===== src/rtl/shift_pkg.sv =====
// Shared encodings for the shift-register command sequencer.
package shift_pkg;

  typedef enum logic [1:0] {
    HOLD  = 2'b00,
    LEFT  = 2'b01,
    RIGHT = 2'b10,
    LOAD  = 2'b11
  } op_e;

  typedef enum logic [1:0] {
    IDLE = 2'b00,
    RUN  = 2'b01,
    DONE = 2'b10
  } state_e;

endpackage


===== src/rtl/shift_seq.sv =====
// Command sequencer driving mode selects, parallel word and serial bits
// into a negedge-sampled shift register; every output is a posedge flop.
module shift_seq
  import shift_pkg::*;
#(
  parameter int WIDTH = 4,
  parameter int LEN_W = 3
) (
  input  logic                    clk,
  input  logic                    rst,
  input  logic                    cmd_valid,
  output logic                    cmd_ready,
  input  logic [1:0]              cmd_op,
  input  logic [LEN_W-1:0]        cmd_len,
  input  logic [WIDTH-1:0]        cmd_data,
  input  logic [(1<<LEN_W)-1:0]   cmd_serial,
  output logic                    select1,
  output logic                    select0,
  output logic [WIDTH-1:0]        p_in,
  output logic                    left_shift_inp,
  output logic                    right_shift_inp,
  output logic                    busy,
  output logic                    done
);

  localparam int SER_W = 1 << LEN_W;

  state_e             r_state, w_state_nxt;
  logic [LEN_W-1:0]   r_remaining, w_remaining_nxt;
  logic [LEN_W-1:0]   r_idx, w_idx_nxt;
  logic [1:0]         r_op;
  logic [SER_W-1:0]   r_serial;
  logic [1:0]         r_sel, w_sel_nxt;
  logic [WIDTH-1:0]   r_p_in, w_p_in_nxt;
  logic               r_left, r_right, r_ready, r_busy, r_done;
  logic               w_bit_nxt;
  logic               w_accept;

  assign w_accept = cmd_valid && r_ready;

  always_ff @(posedge clk) begin
    if (rst) r_state <= IDLE;
    else     r_state <= w_state_nxt;
  end

  // Next-state and next-output decode; outputs are registered below.
  always_comb begin
    w_state_nxt     = r_state;
    w_remaining_nxt = r_remaining;
    w_idx_nxt       = r_idx;
    w_sel_nxt       = 2'b00;
    w_p_in_nxt      = r_p_in;
    w_bit_nxt       = 1'b0;
    case (r_state)
      IDLE: begin
        if (w_accept) begin
          case (op_e'(cmd_op))
            LOAD: begin
              w_state_nxt     = RUN;
              w_remaining_nxt = LEN_W'(1);
              w_sel_nxt       = 2'b11;
              w_p_in_nxt      = cmd_data;
            end
            LEFT, RIGHT: begin
              if (cmd_len != '0) begin
                w_state_nxt     = RUN;
                w_remaining_nxt = cmd_len;
                w_idx_nxt       = LEN_W'(1);
                w_sel_nxt       = cmd_op;
                w_bit_nxt       = cmd_serial[0];
              end else begin
                w_state_nxt = DONE;
              end
            end
            default: w_state_nxt = DONE;
          endcase
        end
      end
      RUN: begin
        if (r_remaining <= LEN_W'(1)) begin
          w_state_nxt = DONE;
        end else begin
          w_remaining_nxt = r_remaining - LEN_W'(1);
          w_idx_nxt       = r_idx + LEN_W'(1);
          w_sel_nxt       = r_op;
          w_bit_nxt       = r_serial[r_idx];
        end
      end
      DONE:    w_state_nxt = IDLE;
      default: w_state_nxt = IDLE;
    endcase
  end

  always_ff @(posedge clk) begin
    if (rst) begin
      r_remaining <= '0;
      r_idx       <= '0;
      r_op        <= '0;
      r_serial    <= '0;
      r_sel       <= 2'b00;
      r_p_in      <= '0;
      r_left      <= 1'b0;
      r_right     <= 1'b0;
      r_ready     <= 1'b1;
      r_busy      <= 1'b0;
      r_done      <= 1'b0;
    end else begin
      if (w_accept) begin
        r_op     <= cmd_op;
        r_serial <= cmd_serial;
      end
      r_remaining <= w_remaining_nxt;
      r_idx       <= w_idx_nxt;
      r_sel       <= w_sel_nxt;
      r_p_in      <= w_p_in_nxt;
      r_left      <= (w_sel_nxt == 2'b01) && w_bit_nxt;
      r_right     <= (w_sel_nxt == 2'b10) && w_bit_nxt;
      r_ready     <= (w_state_nxt == IDLE);
      r_busy      <= (w_state_nxt != IDLE);
      r_done      <= (w_state_nxt == DONE);
    end
  end

  assign select1         = r_sel[1];
  assign select0         = r_sel[0];
  assign p_in            = r_p_in;
  assign left_shift_inp  = r_left;
  assign right_shift_inp = r_right;
  assign cmd_ready       = r_ready;
  assign busy            = r_busy;
  assign done            = r_done;

endmodule


===== config.mk =====
export PLATFORM = sky130hd
export DESIGN_NAME = shift_seq
export DESIGN_NICKNAME = d
export VERILOG_FILES = /design/src/rtl/shift_pkg.sv /design/src/rtl/shift_seq.sv
export SDC_FILE = /design/constraint.sdc
export NUM_CORES = 1
export LEC_CHECK = 0
export BUFFER_PORTS_ARGS = -buffer_cell sky130_fd_sc_hd__buf_2
export CORE_MARGIN = 8
export CORE_UTILIZATION = 28
export CTS_BUF_LIST = sky130_fd_sc_hd__clkbuf_8
export CTS_CLUSTER_SIZE = 12
export DETAILED_ROUTE_END_ITERATION = 8
export SLEW_MARGIN = 10
export SYNTH_ARGS = -nofsm -noshare
export SYNTH_HDL_FRONTEND = slang
export SYNTH_SLANG_ARGS = --single-unit

===== constraint.sdc =====
create_clock -name clk -period 1.66 [get_ports clk]
set_input_delay 0.083 -clock clk [delete_from_list [all_inputs] [get_ports clk]]
set_output_delay 0.083 -clock clk [all_outputs]
set_load 0.005 [all_outputs]

**Word level (Yosys, flattened, before mapping)**

Index checks and enable logic that the tools add are counted.

- Register bits: 29
- Bits in latches: 0
- RAM bits: 0
- ROM bits: 0
- Logic and storage cells: 68
- Memories: 0

- $add $sub $neg: 2
- Multipliers: 0
- Div/mod/pow operators: 0
- Order comparisons: 2
- Equality and inequality tests: 13
- Shift operators: 0
- Multiplexer cells: 27
- Bitwise logic cells: 0
- Reductions and logical operators: 12

Operator list:

| operator | count |
|---|---|
| $mux W3 | 7 |
| $pmux W3 S2 | 3 |
| $pmux W2 S2 | 4 |
| $mux W2 | 6 |
| $reduce_and A5 Y1 | 2 |
| $eq A2 B2 Y1 const B | 4 |
| $eq A2 B1 Y1 const B | 3 |
| $ne A2 B2 Y1 const B | 3 |
| $mux W1 | 5 |
| $logic_not A2 Y1 | 2 |
| $lt A3 B4 Y1 const B | 1 |
| $reduce_bool A2 Y1 | 2 |
| $add A3 B1 Y3 const B | 1 |
| $bmux W1 S3 | 1 |
| $le A3 B1 Y1 const B | 1 |
| $logic_and A1 B1 Y1 | 3 |
| $ne A3 B1 Y1 const B | 1 |
| $ne A3 B3 Y1 const B | 1 |
| $reduce_and A3 Y1 | 1 |
| $reduce_bool A3 Y1 | 1 |
| $sub A3 B1 Y3 const B | 1 |
| $ne A2 B1 Y1 const B | 1 |
| $pmux W1 S2 | 1 |
| $reduce_or A2 Y1 | 1 |

**Longest topological paths before layout**

Gate-level depths: netlist (run 1).

- Depth in word-level cells: 7
- Mapped depth: 6
- Depth with buffers taken out: 6

**Worst setup path after synthesis (run 1)**

OpenSTA, ideal clock, no wires.

- Kind: reg2reg
- Start point: reg r_remaining[1]
- End point: reg r_left (netlist: left_shift_inp)
- Library setup time: 87 ps
- Data arrival time: 1413 ps
- Setup slack: 160 ps
- Cell stages (with the launch flop): 7
- Buffers on the path: 0
- Clock period less this slack: 1500 ps
- Path through: dfxtp_1 -> inv_1 -> ha_1 -> o21ba_1 -> o21ai_2 -> o211a_1 -> nor4b_2

- Word-level cells in the longest chain between the ends: 5

RTL lines:

| what | line | RTL |
|---|---|---|
| start, declared | shift_seq.sv:29 | `logic [LEN_W-1:0] r_remaining, w_remaining_nxt;` |
| start signal, assigned | shift_seq.sv:112 | `r_remaining <= w_remaining_nxt;` |
| $le A3 B1 Y1 * | shift_seq.sv:80 | `if (r_remaining <= LEN_W'(1)) begin` |
| $mux W2 | shift_seq.sv:80 |  |
| $pmux W2 S2 | shift_seq.sv:54 | `case (r_state)` |
| $eq A2 B1 Y1 | shift_seq.sv:116 | `r_left <= (w_sel_nxt == 2'b01) && w_bit_nxt;` |
| $logic_and A1 B1 Y1 * | shift_seq.sv:116 |  |
| end signal, assigned | shift_seq.sv:116 |  |
| end, declared | shift_seq.sv:35 | `logic r_left, r_right, r_ready, r_busy, r_done;` |

Every way passes the cells marked *; elsewhere a longest branch is shown, timed or not.
A chain may end at the register's enable or synchronous reset.

**Final worst setup path (run 1)**

Same ends and word-level chain as after synthesis.

==> out/metrics.cfg, run 1 <==
[run_status]
status=complete, no violations

[logic_synthesis]
async_flop_share=0
ys_seq_area_frac=0.437
syn-num-nets=174
yosys.cell_types.count=40
synthCells=149
yosys_most_used_dff=dfxtp_1
synth_edf_count=0
synth-seq-cells=29
syn_area_mm2=0.00133
synth-warning-count=0
avgSynthCellArea_um2=8.92

[placed_design]
hpwlAfterDp_um=2420
gp_routability_congestion=0.757
io_buffers=30
place_ws_ns=0.0107
placed_area_mm2=0.00157
placed_cells=233

[worst_setup_path]
r2r_setup_slack_ns=0.13
critPathRequiredTime_ns=1.85
worstPathMaxFanout=4
start_kind=flip-flop
path_class=reg2reg
end_kind=flip-flop
cp.arrival_ns=1.72

[power]
powerDensity_mw_per_mm2=988
ir_worst_vdd_uv=507
power.total_mw=1.65
p_leak_nw=0.700

[grt]
met2_usage=0.140
grt_use_met3=0.0357
grt_busiest_layer=met2
grt_pass1_wl_um=5350
grt.total_usage=0.0939
grt-ovfl-total=0
grt_pass1_vias=1121
grt_max_degree=16
antenna_found_initial=0
use_met1=0.116

[sta]
layout_min_cycle_time_ns=1.53
whs_ns=0.0423
fmax_mhz=655
tightest_slew_ns=0.432
skew_ns=0.00288
slew_viol_final=0
slew_headroom=0.711
timing.final.crit_share=0.920
rsz0062_at_grt=no
setup_tns_ns=0
setup_violations=0
final-hold-violation-count=0
timing.final.ws_setup_ns=0.133

[worst_hold_path]
hold_class=in2reg

[detailed_routing]
drt_wl_total_um=3140
drt-initial-drc-count=82
vias=1151
first_pass_iters=4
wl_per_cell_um=13.1
drc=0
avgViaCountPerCell=4.80
ant_nets=0

[final_layout]
nets=211
fin_util=0.359
drive_gt1_frac=0.290
mostFrequentLayoutCell=buf_2
mostFrequentLayoutCells=buf_2 (30), nand2_1 (29), dfxtp_1 (28)
fin_area_mm2=0.00167
fin_cells=240
fill_cells=487
layout-area-overhead-vs-synth_pct=25.8
diodes=0

[floorplan]
dieArea_mm2=0.00721
num_rows=25
core_mm2=0.00466
die_x_um=84.9
die_height_um=84.9
io_pins=31
initial_core_util=0.285

[clocking]
cts.htree.levels=2
path_clk_slew_ns=0.06
cts-root-buf=clkbuf_8
cts_tree=built
ctsLongestPathBuffers=2
clock_latency_ns=0.27
cts.sinks=29
numCtsBuffers=5

[run]
maxCapViolations=0

worst paths after layout:
path	start	endpoint	cells past startpoint
setup / recovery	r_remaining[1]	left_shift_inp	7
hold / removal	cmd_serial[3]	r_serial[3]	3
setup reg to reg	r_remaining[1]	left_shift_inp	7
hold reg to reg	p_in[0]	p_in[0]	2
cells by family (layout without fill, tap and decap cells):
| kind of cell | after synthesis | in the layout | synth area share |
|---|---|---|---|
| and+or+nand+nor | 59 | 59 | 0.222 |
| AOI/OAI and AO/OA | 39 | 39 | 0.206 |
| DFF | 29 | 29 | 0.437 |
| buffers and inverters | 14 | 51 | 0.0443 |
| adders and majority gates | 5 | 5 | 0.0471 |
| muxes | 2 | 2 | 0.0367 |
| xor gates and xnor gates | 1 | 1 | 0.00659 |
final cells by class:
cell class	count	area [um^2]	share of cell area
clock inverter	1	3.75	0.00225
tap	54	67.6	0.0404
clock buffer	6	82.6	0.0494
multi-input combinational	106	703	0.421
timing repair buffer	38	210	0.126
inverter	6	22.5	0.0135
sequential	29	582	0.348
sequential cells by signal (all words and copies together) (netlist names):
register / flops
r_state: 2
r_sel: 2
r_serial: 8
r_op: 2
cmd_ready: 1
done: 1
r_idx: 3
right_shift_inp: 1
r_remaining: 3
busy: 1
left_shift_inp: 1
p_in: 4
synthesized netlist by cell type, types with 3 or more instances:
| cell | n | share of area |
|---|---|---|
| nand3_1 | 6 | 0.023 |
| nand2_1 | 29 | 0.082 |
| a21oi_1 | 19 | 0.072 |
| and2_1 | 3 | 0.014 |
| inv_1 | 6 | 0.017 |
| dfxtp_1 | 29 | 0.44 |
| clkbuf_1 | 3 | 0.0085 |
| nor2_1 | 7 | 0.020 |
| ha_1 | 5 | 0.047 |
routing by layer:
layer,vias up,part of all wire
met5,-,0
met4,0,0.015
met3,7,0.073
met2,32,0.45
met1,519,0.46
li1,593,-
power breakdown:
part           switching (mW)  total (mW)  internal (mW)
logic                   0.162       0.308          0.146
clock network           0.245       0.567          0.322
registers              0.0305       0.778          0.747
total                   0.437        1.65           1.21
critical path, cell delays in order, from the launching register on:
cell,delay [ns]
dfxtp_2,0.35
inv_1,0.06
ha_1,0.17
o21ba_4,0.25
buf_4,0.11
o2111ai_1,0.09
o211a_1,0.18
nor4b_2,0.23
what timing repair did:
action,CTS,global route
setup endpoints to repair,0,4
gates resized for setup,0,4
setup buffers,0,0
hold buffers,0,0
endpoints found under the hold margin,0,0
Note: power is estimated with default switching activity, not from simulation.
==> run 2: changes to the inputs <==
--- a/config.mk
+++ b/config.mk
@@ -6,6 +6,7 @@
 export NUM_CORES = 1
 export LEC_CHECK = 0
 export BUFFER_PORTS_ARGS = -buffer_cell sky130_fd_sc_hd__buf_2
+export CAP_MARGIN = 5
 export CORE_MARGIN = 8
 export CORE_UTILIZATION = 28
 export CTS_BUF_LIST = sky130_fd_sc_hd__clkbuf_8
==> constraint.sdc (replaced) <==
create_clock -name clk -period 1.3 [get_ports clk]
set_input_delay 0.065 -clock clk [delete_from_list [all_inputs] [get_ports clk]]
set_output_delay 0.065 -clock clk [all_outputs]
set_load 0.005 [all_outputs]
==> out/metrics.cfg, run 2 (synthesis results as in run 1) <==
[floorplan]
initial_core_util=0.285
core_mm2=0.00466
die_x_um=84.9
dieArea_mm2=0.00721
die_height_um=84.9
num_rows=25
io_pins=31

[power]
clock_power_share=0.323
p_switching_mw=0.604
seqPwrFrac=0.445
powerDensity_mw_per_mm2=1180
combPwrFrac=0.232
ir_worst_vdd_uv=612
internal_power_mw=1.64
switching_share=0.269
p_leak_nw=0.812

[final_layout]
layout-area-overhead-vs-synth_pct=43.4
largest_register_ffs=8
nets=226
drive_gt1_frac=0.423
fill_cells=446
fin_util=0.409
mostFrequentLayoutCell=buf_2
largest_register=r_serial
diodes=0
mostFrequentLayoutCells=buf_2 (30), nand2_1 (28), dfxtp_1 (25)
fin_area_mm2=0.00191

[detailed_routing]
wl_per_cell_um=13.1
vias=1234
drt-initial-drc-count=42
first_pass_iters=4
avgViaCountPerCell=4.84
ant_nets=0
drt_wl_total_um=3350
drc=0

[clocking]
ctsLongestPathBuffers=2
cts.sinks=29
cts-root-buf=clkbuf_8
numCtsBuffers=5
cts.htree.levels=2
hold_buffers=0
cts_tree=built
path_clk_slew_ns=0.06
clock_latency_ns=0.27

[worst_setup_path]
path_class=reg2reg
critPathRequiredTime_ns=1.48
start_kind=flip-flop
worstPathMaxFanout=7
slowest_delay_ns=0.34
cp.arrival_ns=1.64
cp_cell_sequence=inv_2, ha_4, o21ba_4, o21ai_4, o211a_1, nor4b_2
end_kind=flip-flop
slowest_stage=dfxtp_2

[sta]
skew_ns=0.00256
final-hold-violation-count=0
layout_min_cycle_time_ns=1.46
rsz0062_at_grt=yes
setup_tns_ns=-0.823
setup_violations=11
slew_headroom=0.770
timing.final.crit_share=1.12
fmax_mhz=685
timing.final.ws_setup_ns=-0.159
tightest_slew_ns=0.345
slew_viol_final=0

[run_status]
status=finished with violations
violations=negative setup slack

[placed_design]
io_buffers=30
hpwlAfterDp_um=2540
gp_routability_congestion=0.778
placed_area_mm2=0.00170

[grt]
grt_pass1_vias=1215
grt_max_degree=16
grt-ovfl-total=0
antenna_found_initial=0
grt.total_usage=0.0977
grt_pass1_wl_um=5640

[worst_hold_path]
hold_class=in2reg

[run]
maxCapViolations=0

[run 2: cell count changes in the layout (fill, tap and decap cells not counted), sizes merged]
cell,change
buf,+15
[run 2: path summary, 6_finish.rpt]
kind	from	to	slack (ns)	cells past startpoint
hold reg to reg	p_in[2]	p_in[2]	0.45	2
setup / recovery	r_remaining[1]	right_shift_inp	-0.16	6
hold / removal	cmd_serial[5]	r_serial[5]	0.02	3
setup reg to reg	r_remaining[1]	right_shift_inp	-0.16	6
[run 2: critical path: cells and delay by family, from the launching register on]
kind	cells	cell delay [ns]
AO/OA/AOI/OAI	3	0.61
adder cells (fa/ha/maj)	1	0.14
buffers and inverters	1	0.05
flip-flops	1	0.34
AND/OR/NAND/NOR	1	0.23
[run 2: final cells by class]
class | instances | area, um^2 | area share
multi-input cells | 106 | 805 | 0.422
clock inverters | 1 | 3.75 | 0.00197
inverters | 6 | 22.5 | 0.0118
well taps | 54 | 67.6 | 0.0355
repair buffers | 53 | 339 | 0.178
clock buffers | 6 | 82.6 | 0.0433
flip-flops and latches | 29 | 586 | 0.307
[run 2: power by group through the flow]
stage	clock network [mW]	registers [mW]	logic [mW]
2_1_floorplan	0	1.01	0.265
5_1_grt	0.792	1.01	0.576
4_1_cts	0.753	0.998	0.481
3_5_place_dp	0	1.02	0.454
6_report	0.725	0.998	0.520
3_3_place_gp	0	1.01	0.453
[run 2: through the flow]
step	instances	power (mW)	hold slack (ns)	setup slack, ns
global placement	244	1.47	0.305	-0.233
global route	255	2.38	0.0315	-0.220
floorplan	149	1.28	0.201	-0.0563
CTS	253	2.23	0.0179	-0.156
finish	255	2.24	0.0243	-0.159
detailed placement	244	1.47	0.312	-0.223
[run 2: routing by layer]
metal / share of wire / global-route usage
met3: 0.045 / 0.0328
met4: 0.012 / 0.0388
met5: 0 / 0
met1: 0.48 / 0.121
met2: 0.46 / 0.152
[run 2: timing repair]
item / CTS / global route
gates resized for setup: 5 / 12
setup buffers: 2 / 3
pin swaps: 5 / 4
endpoints found under the setup margin: 10 / 15
==> run 3: changes to the inputs <==
--- a/config.mk
+++ b/config.mk
@@ -5,6 +5,7 @@
 export SDC_FILE = /design/constraint.sdc
 export NUM_CORES = 1
 export LEC_CHECK = 0
+export ABC_CLOCK_PERIOD_IN_PS = 1300
 export BUFFER_PORTS_ARGS = -buffer_cell sky130_fd_sc_hd__buf_2
 export CAP_MARGIN = 5
 export CORE_MARGIN = 8
==> constraint.sdc (replaced) <==
create_clock -name clk -period 1.3 [get_ports clk]
set_input_delay 0.13 -clock clk [delete_from_list [all_inputs] [get_ports clk]]
set_output_delay 0.13 -clock clk [all_outputs]
set_load 0.005 [all_outputs]
==> out/metrics.cfg, run 3 (synthesis results as in run 1) <==
[sta]
tightest_slew_ns=0.409
timing.final.crit_share=1.14
final-hold-violation-count=0
setup_violations=11
rsz0062_at_grt=yes
layout_min_cycle_time_ns=1.48
fmax_mhz=676
timing.final.ws_setup_ns=-0.179
skew_ns=0.00292
setup_tns_ns=-1.23
slew_headroom=0.727
slew_viol_final=0

[floorplan]
core_mm2=0.00466
num_rows=25
die_x_um=84.9
initial_core_util=0.285
dieArea_mm2=0.00721
die_height_um=84.9
io_pins=31

[detailed_routing]
first_pass_iters=4
avgViaCountPerCell=4.69
drt_wl_total_um=3500
ant_nets=0
drc=0
vias=1200
wl_per_cell_um=13.7
drt-initial-drc-count=40

[run_status]
status=finished with violations
violations=negative setup slack

[clocking]
ctsLongestPathBuffers=2
clock_latency_ns=0.28
cts.htree.levels=2
cts_tree=built
cts.sinks=29
hold_buffers=0
path_clk_slew_ns=0.06
cts-root-buf=clkbuf_8
numCtsBuffers=5

[final_layout]
mostFrequentLayoutCells=buf_2 (30), nand2_1 (29), dfxtp_1 (25)
nets=226
drive_gt1_frac=0.416
largest_register=r_serial
mostFrequentLayoutCell=buf_2
diodes=0
layout-area-overhead-vs-synth_pct=45.5
largest_register_ffs=8
fin_area_mm2=0.00193

[placed_design]
hpwlAfterDp_um=2620
gp_routability_congestion=0.755
placed_area_mm2=0.00169
io_buffers=30

[worst_setup_path]
critPathRequiredTime_ns=1.49
r2r_setup_slack_ns=-0.18
path_class=reg2reg
worstPathMaxFanout=8
start_kind=flip-flop
cp.arrival_ns=1.67
end_kind=flip-flop

[power]
powerDensity_mw_per_mm2=1280
p_leak_nw=0.812
ir_worst_vdd_uv=567

[grt]
grt_pass1_vias=1192
grt-ovfl-total=0
antenna_found_initial=0
grt_pass1_wl_um=5700
grt.total_usage=0.0998
grt_max_degree=17

[run]
maxCapViolations=0

[worst_hold_path]
hold_class=in2reg

run 3: metrics by stage:
step	hold slack, ns	power (mW)	cells	setup WS [ns]	utilization
finish	0.0842	2.48	256	-0.179	0.415
global route	0.0852	2.60	256	-0.260	0.415
CTS	0.0759	2.44	253	-0.168	0.397
detailed placement	0.377	1.46	242	-0.219	0.362
global placement	0.371	1.45	242	-0.153	0.362
floorplan	0.266	1.28	149	-0.0563	-
run 3: cell type report:
cell class | instances | area [um^2]
clock buffers | 6 | 82.6
clock inverters | 2 | 33.8
fillers | 475 | 2730
inverters | 6 | 22.5
multi-input cells | 106 | 811
flip-flops and latches | 29 | 586
well taps | 54 | 67.6
repair buffers | 53 | 330
run 3: metal layers:
layer  track usage  share of wire  routed length (um)
met1         0.130           0.48                1700
met2         0.145           0.46                1610
met3        0.0299          0.038                 134
met4        0.0518          0.017                  58
met5             0              0                   0
run 3: power by group:
group	total (mW)	switching (mW)	internal, mW
Clock	0.954	0.337	0.616
Sequential	1.00	0.0437	0.956
Combinational	0.522	0.252	0.270
run 3: timing repair:
item                                    4_1_cts  5_1_grt
endpoints found under the setup margin       10       14
setup buffers                                 3        3
gates resized for setup                       4       11
cloned                                        0        0
pin swaps                                     5        6
run 3: path summary, 6_finish.rpt:
kind         depth (start not counted)           start        endpoint
min                                  3   cmd_serial[4]     r_serial[4]
max reg2reg                          6  r_remaining[1]  left_shift_inp
min reg2reg                          2         p_in[0]         p_in[0]
max                                  6  r_remaining[1]  left_shift_inp
run 3: worst max-delay path, stage by stage, from the launching register on:
cell	delay [ns]
dfxtp_2	0.33
inv_2	0.05
ha_4	0.14
o21ba_4	0.27
o21ai_4	0.10
o211a_1	0.27
nor4b_2	0.25
